===== src/rtl/seq_div_16by8.sv =====
// Iterative restoring divider, 16-bit dividend / 8-bit divisor, one quotient bit per clock.
// A zero divisor bypasses iteration and completes on the accept edge with dbz set.
module seq_div_16by8 (
    input  logic        clk,
    input  logic        rst,
    input  logic        start,
    input  logic [15:0] dividend,
    input  logic [7:0]  divisor,
    output logic        busy,
    output logic        done,
    output logic [15:0] quotient,
    output logic [7:0]  remainder,
    output logic        dbz
);
    typedef enum logic [1:0] {S_IDLE, S_RUN, S_DONE} state_t;

    state_t      state, state_nx;
    logic [15:0] q;
    logic [7:0]  r;
    logic [7:0]  d;
    logic [3:0]  cnt;
    logic        accept;
    logic        last;
    logic [8:0]  t;
    logic [8:0]  diff;
    logic        ge;
    logic [7:0]  r_nx;
    logic [15:0] q_nx;

    assign accept = start && (state != S_RUN);
    assign last   = (cnt == 4'hF);

    // One restoring step: shift the next dividend bit into the partial remainder.
    assign t    = {r, q[15]};
    assign diff = t - {1'b0, d};
    assign ge   = (t >= {1'b0, d});
    assign r_nx = ge ? diff[7:0] : t[7:0];
    assign q_nx = {q[14:0], ge};

    always_comb begin
        state_nx = state;
        if (accept) begin
            state_nx = (divisor == 8'd0) ? S_DONE : S_RUN;
        end else begin
            case (state)
                S_RUN:   if (last) state_nx = S_DONE;
                S_DONE:  state_nx = S_IDLE;
                default: state_nx = S_IDLE;
            endcase
        end
    end

    always_ff @(posedge clk) begin
        if (rst) begin
            state     <= S_IDLE;
            q         <= '0;
            r         <= '0;
            d         <= '0;
            cnt       <= '0;
            quotient  <= '0;
            remainder <= '0;
            dbz       <= 1'b0;
        end else begin
            state <= state_nx;
            if (accept) begin
                if (divisor != 8'd0) begin
                    q   <= dividend;
                    r   <= '0;
                    d   <= divisor;
                    cnt <= '0;
                end else begin
                    quotient  <= 16'hFFFF;
                    remainder <= dividend[7:0];
                    dbz       <= 1'b1;
                end
            end else if (state == S_RUN) begin
                q   <= q_nx;
                r   <= r_nx;
                cnt <= cnt + 4'd1;
                if (last) begin
                    quotient  <= q_nx;
                    remainder <= r_nx;
                    dbz       <= 1'b0;
                end
            end
        end
    end

    assign busy = (state == S_RUN);
    assign done = (state == S_DONE);
endmodule


===== config.mk =====
export PLATFORM = sky130hd
export DESIGN_NAME = seq_div_16by8
export DESIGN_NICKNAME = d
export VERILOG_FILES = /design/src/rtl/seq_div_16by8.sv
export SDC_FILE = /design/constraint.sdc
export NUM_CORES = 1
export LEC_CHECK = 0
export BUFFER_PORTS_ARGS = -buffer_cell sky130_fd_sc_hd__clkbuf_2
export CAP_MARGIN = 20
export CORE_MARGIN = 2
export CORE_UTILIZATION = 40
export DETAILED_ROUTE_END_ITERATION = 10
export HOLD_SLACK_MARGIN = 0.08
export PLACE_DENSITY = 0.71
export SYNTH_ARGS = -nofsm -noshare
export SYNTH_HDL_FRONTEND = slang
export SYNTH_SLANG_ARGS = --single-unit

===== constraint.sdc =====
create_clock -name clk -period 3.55 [get_ports clk]
set_input_delay 0.1775 -clock clk [delete_from_list [all_inputs] [get_ports clk]]
set_output_delay 0.1775 -clock clk [all_outputs]
set_load 0.01 [all_outputs]

==> results.py, run 1 <==
metrics = {
    "routing": {
        "drt_first_pass_iters": 5,
        "vias": 2685,
        "postRouteAntennaNets": 0,
        "top_layer": "met4",
        "met2_length_mm": 3.40,
        "wl_met1_mm": 3.34,
        "wl_per_cell_um": 14.2,
        "drtIter0Drc": 171,
        "wl_mm": 7.28,
        "dr_wl_met3_um": 406,
        "viasPerCell": 5.22,
        "drcViolationCount": 0,
    },
    "synthesis": {
        "ys_types": 43,
        "yosys_register_bits": 63,
        "synth_edf_count": 0,
        "ys_seq_area_frac": 0.440,
        "syn_nets": 388,
        "syn_area_per_cell_um2": 8.17,
        "netlist_area_mm2": 0.00287,
        "syn_inst": 351,
        "yosysWarnings": 0,
        "synthArstFlopShare": 0,
        "synth_ff_type": "dfxtp_1",
    },
    "clock_network": {
        "clock_sinks": 63,
        "clk_latency_ns": 0.35,
        "cts-root-buf": "clkbuf_8",
        "cts_buffers": 9,
        "clkTransAtPathRegs_ns": 0.08,
        "htree_levels": 3,
        "cts_buffer_depth": 2,
        "cts_tree": "yes",
        "cts_resized": 0,
    },
    "timing": {
        "tns_ns": 0,
        "setup_viol": 0,
        "rsz0062_at_grt": "false",
        "drv_slew": 0,
        "hold_viol": 0,
        "period_share": 0.766,
        "finalCriticalPeriod_ns": 2.72,
        "fin_skew_ns": 0.0116,
        "relSlewSlack": 0.456,
        "fmax_mhz": 368,
        "tightest_slew_ns": 0.808,
    },
    "power_and_ir_drop": {
        "p_leak_nw": 1.42,
        "pwr_density_cell_mw_per_mm2": 525,
        "vdd_drop_max_mv": 0.219,
    },
    "layout": {
        "final_common_cell": "dfxtp_1",
        "final_cell_mix": "dfxtp_1 (63), nand2_1 (61), clkbuf_2 (53)",
        "area_growth_pct": 23.7,
        "fillers": 652,
        "nets": 450,
        "drive_gt1_frac": 0.203,
        "diodes": 0,
        "finalNonFillerCells": 514,
        "multi_input_area_mm2": 0.00147,
        "seq_area_mm2": 0.00126,
    },
    "setup_path": {
        "rrSetupSlack_ns": 0.83,
        "critical_path_class": "register to register",
        "crit_required_ns": 3.77,
        "startpoint_type": "register",
        "r2r_end": "remainder[5]",
        "max_stage_delay_ns": 0.65,
        "reg2reg_depth": 9,
        "cp_slowest_cell": "a2111oi_4",
        "end_kind": "register",
        "critPathMaxFanout": 8,
        "r2r-start": "d[4]",
        "crit_chain": "inv_1 -> ha_1 -> and2_4 -> a221oi_2 -> a31oi_1 -> a2111oi_4 -> buf_4 -> mux2i_1 -> a21oi_1",
        "worstPathArrival_ns": 2.94,
    },
    "floorplan": {
        "coreArea_mm2": 0.00687,
        "start_util": 0.417,
        "die-area_mm2": 0.00786,
        "die_x_um": 88.7,
        "die_y_um": 88.7,
        "rows": 30,
        "io_pins": 54,
    },
    "placed_design": {
        "gp_congestion": 0.800,
        "place_inst": 484,
        "dp_hpwl_mm": 5.01,
        "io_buffers": 53,
    },
    "hold_path": {
        "hold_path.class": "primary input to register",
        "hold_depth": 3,
        "min_to": "q[14]",
        "hp-start": "dividend[14]",
    },
    "global_routing": {
        "grt_pass1_wl_mm": 11.7,
        "grt_start_max_net_pins": 52,
        "grtUsageTotal": 0.193,
        "grt_pass1_vias": 2508,
        "grt-ovfl-total": 0,
        "antenna_found_initial": 0,
    },
    "run_status": {
        "status": "complete, no violations",
    },
    "run": {
        "max_cap_violations": 0,
    },
}
[flip-flops by register name, indices dropped and copies added, names as in the netlist]
name / cells
q: 16
dbz: 1
d: 8
remainder: 8
state: 2
quotient: 16
cnt: 4
r: 8
[power by group]
part / switching, mW / internal (mW) / leakage [nW] / total (mW)
clock network: 0.309 / 0.332 / 0.100 / 0.642
logic: 0.243 / 0.193 / 0.810 / 0.437
registers: 0.0345 / 0.748 / 0.513 / 0.782
[per-stage QoR]
| stage | util | power, mW | cell area (um^2) | hold WS (ns) | setup slack [ns] |
|---|---|---|---|---|---|
| 4_1_cts | 0.516 | 1.87 | 3550 | 0.0855 | 0.840 |
| 3_5_place_dp | 0.466 | 1.22 | 3200 | 0.428 | 0.850 |
| 2_1_floorplan | - | 1.13 | 2870 | 0.313 | 1.24 |
| 5_1_grt | 0.516 | 1.96 | 3550 | 0.0927 | 0.597 |
| 6_report | 0.516 | 1.86 | 3550 | 0.0985 | 0.830 |
| 3_3_place_gp | 0.466 | 1.21 | 3200 | 0.426 | 0.979 |
[final cells by class]
class | instances | share of cell area
Tap cell | 96 | 0.0339
Timing Repair Buffer | 73 | 0.127
Inverter | 12 | 0.0127
Multi-Input combinational cell | 254 | 0.413
Clock buffer | 9 | 0.0349
Sequential cell | 63 | 0.356
Clock inverter | 7 | 0.0229
[Yosys cell counts, types with 4 or more instances]
cell,n,area (um^2)
nand2_1,61,229
mux2i_1,7,70.1
a311oi_1,16,140
clkbuf_1,12,45.0
buf_2,7,35.0
nand3_1,4,20.0
o21ai_1,9,45.0
a21oi_1,18,90.1
a31oi_1,7,43.8
xor2_1,5,43.8
ha_1,9,113
inv_1,11,41.3
nor2_1,46,173
nor3_1,35,175
dfxtp_1,63,1260
[critical path, delay by kind of cell (launching register included)]
family,cells,cell delay (ns)
AOI/OAI and AO/OA,4,1.16
adders and majority gates,1,0.35
buffers and inverters,2,0.33
DFF,1,0.34
muxes,1,0.24
and+or+nand+nor,1,0.17
[how the worst max path moves through the flow]
stage	startpoint	endpoint	slack, ns
2_1_floorplan	d[4]	r[1]	1.24
3_3_place_gp	d[4]	r[4]	0.98
3_5_place_dp	d[4]	remainder[4]	0.85
4_1_cts	d[4]	remainder[4]	0.84
5_1_grt	d[4]	remainder[6]	0.60
6_report	d[4]	remainder[5]	0.83
[what timing repair did]
item	in CTS	in global routing
setup endpoints to repair	0	0
setup buffers	0	0
hold buffers	14	0
hold endpoints to repair	14	0
[layer usage]
layer / vias to the layer above / global-route usage
met5: - / 0
met4: 0 / 0.0826
met3: 10 / 0.0476
met2: 60 / 0.292
met1: 1247 / 0.263
li1: 1368 / -
[kinds of logic (layout without fill, tap and decap cells)]
group                      after synthesis  after routing  share of synthesized area
AOI/OAI and AO/OA                       71             71                      0.179
xor gates and xnor gates                 8              8                     0.0244
adders and majority gates               10             10                     0.0462
buffers and inverters                   34            101                     0.0502
DFF                                     63             63                      0.440
muxes                                    7              7                     0.0244
and+or+nand+nor                        158            158                      0.236
(Power assumes the default switching activity.)
==> inputs of run 2 (changes only) <==
--- a/config.mk
+++ b/config.mk
@@ -11,7 +11,7 @@
 export CORE_UTILIZATION = 40
 export DETAILED_ROUTE_END_ITERATION = 10
 export HOLD_SLACK_MARGIN = 0.08
-export PLACE_DENSITY = 0.71
+export PLACE_DENSITY = 0.73
 export SYNTH_ARGS = -nofsm -noshare
 export SYNTH_HDL_FRONTEND = slang
 export SYNTH_SLANG_ARGS = --single-unit
==> constraint.sdc (replaced) <==
create_clock -name clk -period 2.22 [get_ports clk]
set_input_delay 0.111 -clock clk [delete_from_list [all_inputs] [get_ports clk]]
set_output_delay 0.111 -clock clk [all_outputs]
set_load 0.01 [all_outputs]
==> run 2 against run 1 <==
Non-clock buffer count up 21. Register-to-register slack got worse by 0.75 ns. First-iteration DRC count up 15%. Via count is 6.4% higher. Global-route usage increased by 1.1 points. Setup slack worse by 0.75 ns. Sequential share of layout area is 2.9 points lower. Count of clock-buffer cells in the layout is the same. Wire length is 9.2% higher. Clock skew fell by 0.0032 ns. Final area rose by 9.5%. Critical endpoint is now remainder[7]. Highest routed layer unchanged.
==> results.py, run 2 (synthesized netlist as in run 1, its figures left out) <==
metrics = {
    "timing": {
        "drv_slew": 0,
        "fmax_mhz": 467,
        "setup_viol": 0,
        "rsz0062_at_grt": "true",
        "hold_viol": 0,
        "tightest_slew_ns": 0.584,
        "relSlewSlack": 0.609,
        "finalCriticalPeriod_ns": 2.14,
        "period_share": 0.965,
        "tns_ns": 0,
        "fin_skew_ns": 0.00843,
    },
    "routing": {
        "drtIter0Drc": 196,
        "vias": 2857,
        "wl_per_cell_um": 14.9,
        "viasPerCell": 5.34,
        "drt_first_pass_iters": 4,
        "drcViolationCount": 0,
        "wl_mm": 7.95,
        "postRouteAntennaNets": 0,
    },
    "setup_path": {
        "max_stage_delay_ns": 0.36,
        "critPathMaxFanout": 11,
        "end_kind": "register",
        "cp_slowest_cell": "a221o_2",
        "startpoint_type": "register",
        "critPathBufInv": 3,
        "worstPathArrival_ns": 2.42,
        "critical_path_class": "register to register",
        "crit_end": "remainder[7]",
        "r2r_end": "remainder[7]",
        "crit_required_ns": 2.49,
        "crit_chain": "inv_1 -> ha_4 -> and3_2 -> nand3_1 -> a31oi_2 -> a2111oi_4 -> buf_12 -> buf_4 -> a221o_2 -> a21oi_2",
        "reg2reg_depth": 10,
        "crit_cells": 10,
        "cpLargestDelayFamily": "compound AO/OA/AOI/OAI gates",
        "rrSetupSlack_ns": 0.08,
        "cp-startpoint": "d[4]",
        "r2r-start": "d[4]",
    },
    "floorplan": {
        "die_x_um": 88.7,
        "die_y_um": 88.7,
        "start_util": 0.417,
        "die-area_mm2": 0.00786,
        "io_pins": 54,
        "coreArea_mm2": 0.00687,
        "rows": 30,
    },
    "clock_network": {
        "clock_sinks": 63,
        "cts_buffers": 9,
        "clkTransAtPathRegs_ns": 0.07,
        "htree_levels": 3,
        "cts_tree": "yes",
        "cts_buffer_depth": 2,
        "cts-root-buf": "clkbuf_8",
        "clk_latency_ns": 0.34,
    },
    "layout": {
        "final_common_cell": "nand2_1",
        "final_core_util": 0.565,
        "nets": 471,
        "diodes": 0,
        "drive_gt1_frac": 0.262,
        "final_cell_mix": "nand2_1 (61), dfxtp_1 (58), clkbuf_2 (53)",
        "top_regs": "q (16), quotient (16)",
        "area_growth_pct": 35.4,
    },
    "power_and_ir_drop": {
        "p_leak_nw": 1.55,
        "p_sw_frac": 0.303,
        "p_seq_frac": 0.386,
        "p_clk_frac": 0.345,
        "p_comb_frac": 0.269,
        "vdd_drop_max_mv": 0.345,
        "p_switching_uw": 990,
        "p_int_mw": 2.28,
        "pwr_density_cell_mw_per_mm2": 841,
    },
    "run": {
        "max_cap_violations": 0,
    },
    "run_status": {
        "status": "complete, no violations",
    },
    "global_routing": {
        "grt_start_max_net_pins": 33,
        "grt_pass1_vias": 2716,
        "grt-ovfl-total": 0,
        "grt_pass1_wl_mm": 12.5,
        "grtUsageTotal": 0.204,
        "antenna_found_initial": 0,
    },
    "hold_path": {
        "hold_path.class": "primary input to register",
        "hp-start": "dividend[0]",
    },
    "placed_design": {
        "gp_congestion": 0.861,
        "io_buffers": 53,
        "dp_hpwl_mm": 5.34,
    },
}
-- run 2: cell count changes in the layout (fill, tap and decap cells not counted), sizes merged --
| cell | previous run | this run |
|---|---|---|
| clkinv | 4 | 2 |
| bufinv | 1 | 2 |
| inv | 13 | 14 |
| buf | 6 | 18 |
| dlygate4sd3 | 14 | 23 |
-- run 2: layer usage --
metal	wire length, um	global-route usage	part of all wire	vias up
met2	3790	0.329	0.48	90
met3	404	0.0401	0.051	17
met5	0	0	0	-
met4	170	0.0950	0.021	0
met1	3580	0.264	0.45	1334
li1	-	-	-	1416
-- run 2: worst min path at each step --
stage | to | slack, ns | cells after the start
2_1_floorplan | d[3] | 0.25 | 2
3_3_place_gp | d[3] | 0.35 | 3
3_5_place_dp | d[3] | 0.36 | 3
4_1_cts | remainder[0] | 0.12 | 3
5_1_grt | remainder[0] | 0.17 | 3
6_report | remainder[0] | 0.14 | 3
-- run 2: per-stage QoR --
stage / setup slack (ns) / instance area (um^2) / power [mW] / instances / hold WS [ns]
after floorplan: 0.0428 / 2870 / 1.81 / 351 / 0.247
after global placement: 0.0636 / 3320 / 1.99 / 495 / 0.354
after detailed placement: -0.0263 / 3320 / 2.01 / 495 / 0.357
after CTS: 0.0110 / 3810 / 3.21 / 535 / 0.120
after global routing: -0.0680 / 3880 / 3.41 / 535 / 0.173
final: 0.0768 / 3880 / 3.27 / 535 / 0.139
-- run 2: power by group through the flow --
stage	registers, mW	logic (mW)	clock network, mW
finish	1.26	0.878	1.13
global route	1.27	0.956	1.19
CTS	1.25	0.813	1.14
detailed placement	1.28	0.735	0
global placement	1.28	0.718	0
floorplan	1.26	0.547	0
-- run 2: worst register-to-register path, stage by stage, from the launching register on --
cell	delay, ns
dfxtp_2	0.33
inv_1	0.06
ha_4	0.30
and3_2	0.19
nand3_1	0.10
a31oi_2	0.26
a2111oi_4	0.06
buf_12	0.17
buf_4	0.15
a221o_2	0.36
a21oi_2	0.09
-- run 2: layout make-up --
class	instances	area, um^2
timing repair buffer	94	668
multi-input combinational	254	1560
fill	616	2990
inverter	12	45.0
clock buffer	9	124
tap	96	120
clock inverter	7	103
sequential	63	1270
-- run 2: timing repair --
| action | 4_1_cts | 5_1_grt |
|---|---|---|
| hold endpoints to repair | 23 | 0 |
| pin swaps | 0 | 1 |
| buffers inserted | 1 | 0 |
| gates resized for setup | 3 | 17 |
| endpoints found under the setup margin | 6 | 16 |
| hold buffers | 23 | 0 |
| gates cloned | 0 | 0 |
==> inputs of run 3 (changes only) <==
--- a/config.mk
+++ b/config.mk
@@ -10,8 +10,11 @@
 export CORE_MARGIN = 2
 export CORE_UTILIZATION = 40
 export DETAILED_ROUTE_END_ITERATION = 10
+export GPL_TIMING_DRIVEN = 0
 export HOLD_SLACK_MARGIN = 0.08
+export MAX_ROUTING_LAYER = met4
 export PLACE_DENSITY = 0.73
+export REMOVE_ABC_BUFFERS = 1
 export SYNTH_ARGS = -nofsm -noshare
 export SYNTH_HDL_FRONTEND = slang
 export SYNTH_SLANG_ARGS = --single-unit
==> run 3 against run 2 <==
First-iteration DRC count is 29% lower. Largest cell class unchanged. Highest routed layer unchanged. Non-clock buffer count is 3 lower. Utilization is 0.84 points higher. Cell count is 0.19% lower. Critical path depth stayed put. Maximum frequency is 3.0% lower. Sequential share of layout area is 0.32 points lower. Setup slack worse by 0.066 ns. Combinational power is 20% higher.
==> results.py, run 3 (synthesized netlist as in run 1, its figures left out) <==
metrics = {
    "power_and_ir_drop": {
        "power.total_mw": 3.40,
        "vdd_drop_max_mv": 0.368,
        "pwr_density_cell_mw_per_mm2": 863,
        "p_leak_nw": 1.54,
    },
    "routing": {
        "wl_per_cell_um": 14.7,
        "vias": 2840,
        "postRouteAntennaNets": 0,
        "drcViolationCount": 0,
        "drtIter0Drc": 139,
        "viasPerCell": 5.32,
        "drt_first_pass_iters": 5,
        "wl_mm": 7.84,
    },
    "global_routing": {
        "grt_use_met1": 0.256,
        "grtUsageTotal": 0.213,
        "grt_start_max_net_pins": 56,
        "grt_pass1_vias": 2665,
        "antenna_found_initial": 0,
        "grt-ovfl-total": 0,
        "grt.busiest_layer": "met2",
        "grtUsageMet3": 0.0541,
        "grt_pass1_wl_mm": 12.6,
        "grt_use_met2": 0.351,
    },
    "timing": {
        "relSlewSlack": 0.360,
        "rsz0062_at_grt": "true",
        "tightest_slew_ns": 0.959,
        "fin_skew_ns": 0.00951,
        "setup_slack_ns": 0.0105,
        "period_share": 0.995,
        "hold_viol": 0,
        "finalCriticalPeriod_ns": 2.21,
        "drv_slew": 0,
        "setup_viol": 0,
        "fmax_mhz": 453,
    },
    "run": {
        "max_cap_violations": 0,
    },
    "placed_design": {
        "dp_hpwl_mm": 4.53,
        "placed_area_mm2": 0.00316,
        "gp_congestion": 0.784,
        "place_inst": 478,
        "dp_slack_ns": -1.20,
        "io_buffers": 53,
    },
    "floorplan": {
        "io_pins": 54,
        "rows": 30,
        "start_util": 0.417,
        "coreArea_mm2": 0.00687,
        "die_x_um": 88.7,
        "die-area_mm2": 0.00786,
        "die_y_um": 88.7,
    },
    "layout": {
        "diodes": 0,
        "final_cell_mix": "nand2_1 (58), dfxtp_1 (57), clkbuf_2 (53)",
        "drive_gt1_frac": 0.288,
        "top_regs": "q (16), quotient (16)",
        "fin_area_mm2": 0.00394,
        "final_common_cell": "nand2_1",
        "fillers": 610,
        "area_growth_pct": 37.4,
        "nets": 470,
        "finalNonFillerCells": 534,
    },
    "clock_network": {
        "cts-root-buf": "clkbuf_8",
        "clock_sinks": 63,
        "cts_buffers": 9,
        "cts_tree": "yes",
        "clk_latency_ns": 0.34,
        "cts_buffer_depth": 2,
        "clkTransAtPathRegs_ns": 0.07,
        "htree_levels": 3,
    },
    "setup_path": {
        "end_kind": "register",
        "critPathMaxFanout": 3,
        "crit_required_ns": 2.44,
        "critical_path_class": "register to register",
        "worstPathArrival_ns": 2.43,
        "startpoint_type": "register",
    },
    "run_status": {
        "status": "complete, no violations",
    },
    "hold_path": {
        "hold_path.class": "primary input to register",
    },
}
## run 3: worst paths after layout
kind,from,end,slack [ns],cells after the start
hold reg to reg,dbz,dbz,0.46,2
hold / removal,dividend[0],remainder[0],0.13,3
setup reg to reg,q[15],remainder[6],0.01,10
setup / recovery,q[15],remainder[6],0.01,10
## run 3: layout make-up
type / count / area (um^2) / share of cell area
well taps: 96 / 120 / 0.0305
repair buffers: 91 / 641 / 0.163
inverters: 12 / 47.5 / 0.0121
multi-input cells: 256 / 1650 / 0.418
flip-flops and latches: 63 / 1270 / 0.323
clock buffers: 10 / 128 / 0.0324
clock inverters: 6 / 85.1 / 0.0216
## run 3: worst max-delay path, cell delays in order, from the launching register on
cell and delay, ns:
dfxtp_4 0.37, inv_2 0.09, ha_4 0.15, inv_1 0.06
fa_2 0.37, a21o_1 0.21, a221o_2 0.36, a21oi_2 0.14
xnor2_1 0.09, mux2i_2 0.17, a21oi_1 0.08
## run 3: report_power, final
part           leakage (nW)  total (mW)  switching [mW]  internal, mW
clock                 0.102        1.09           0.462         0.628
combinational         0.925        1.05           0.500         0.548
sequential            0.516        1.26          0.0633          1.20
## run 3: repair_timing
action | CTS | global route
hold endpoints to repair | 23 | 0
buffers inserted | 12 | 2
setup endpoints to repair | 49 | 18
pin swaps | 13 | 6
resized for setup | 27 | 19
gates cloned | 2 | 0
hold buffers | 23 | 0
## run 3: through the flow
step	hold WS, ns	util	setup TNS, ns
2_1_floorplan	0.180	-	-12.05
3_3_place_gp	0.351	0.459	-52.63
3_5_place_dp	0.355	0.460	-29.94
4_1_cts	0.113	0.558	-0.0468
5_1_grt	0.135	0.574	-0.386
6_report	0.127	0.574	0
## run 3: per-layer routing
| metal | vias up | share of wire |
|---|---|---|
| li1 | 1407 | - |
| met1 | 1346 | 0.43 |
| met2 | 75 | 0.50 |
| met3 | 12 | 0.064 |
| met4 | 0 | 0.011 |
| met5 | - | 0 |
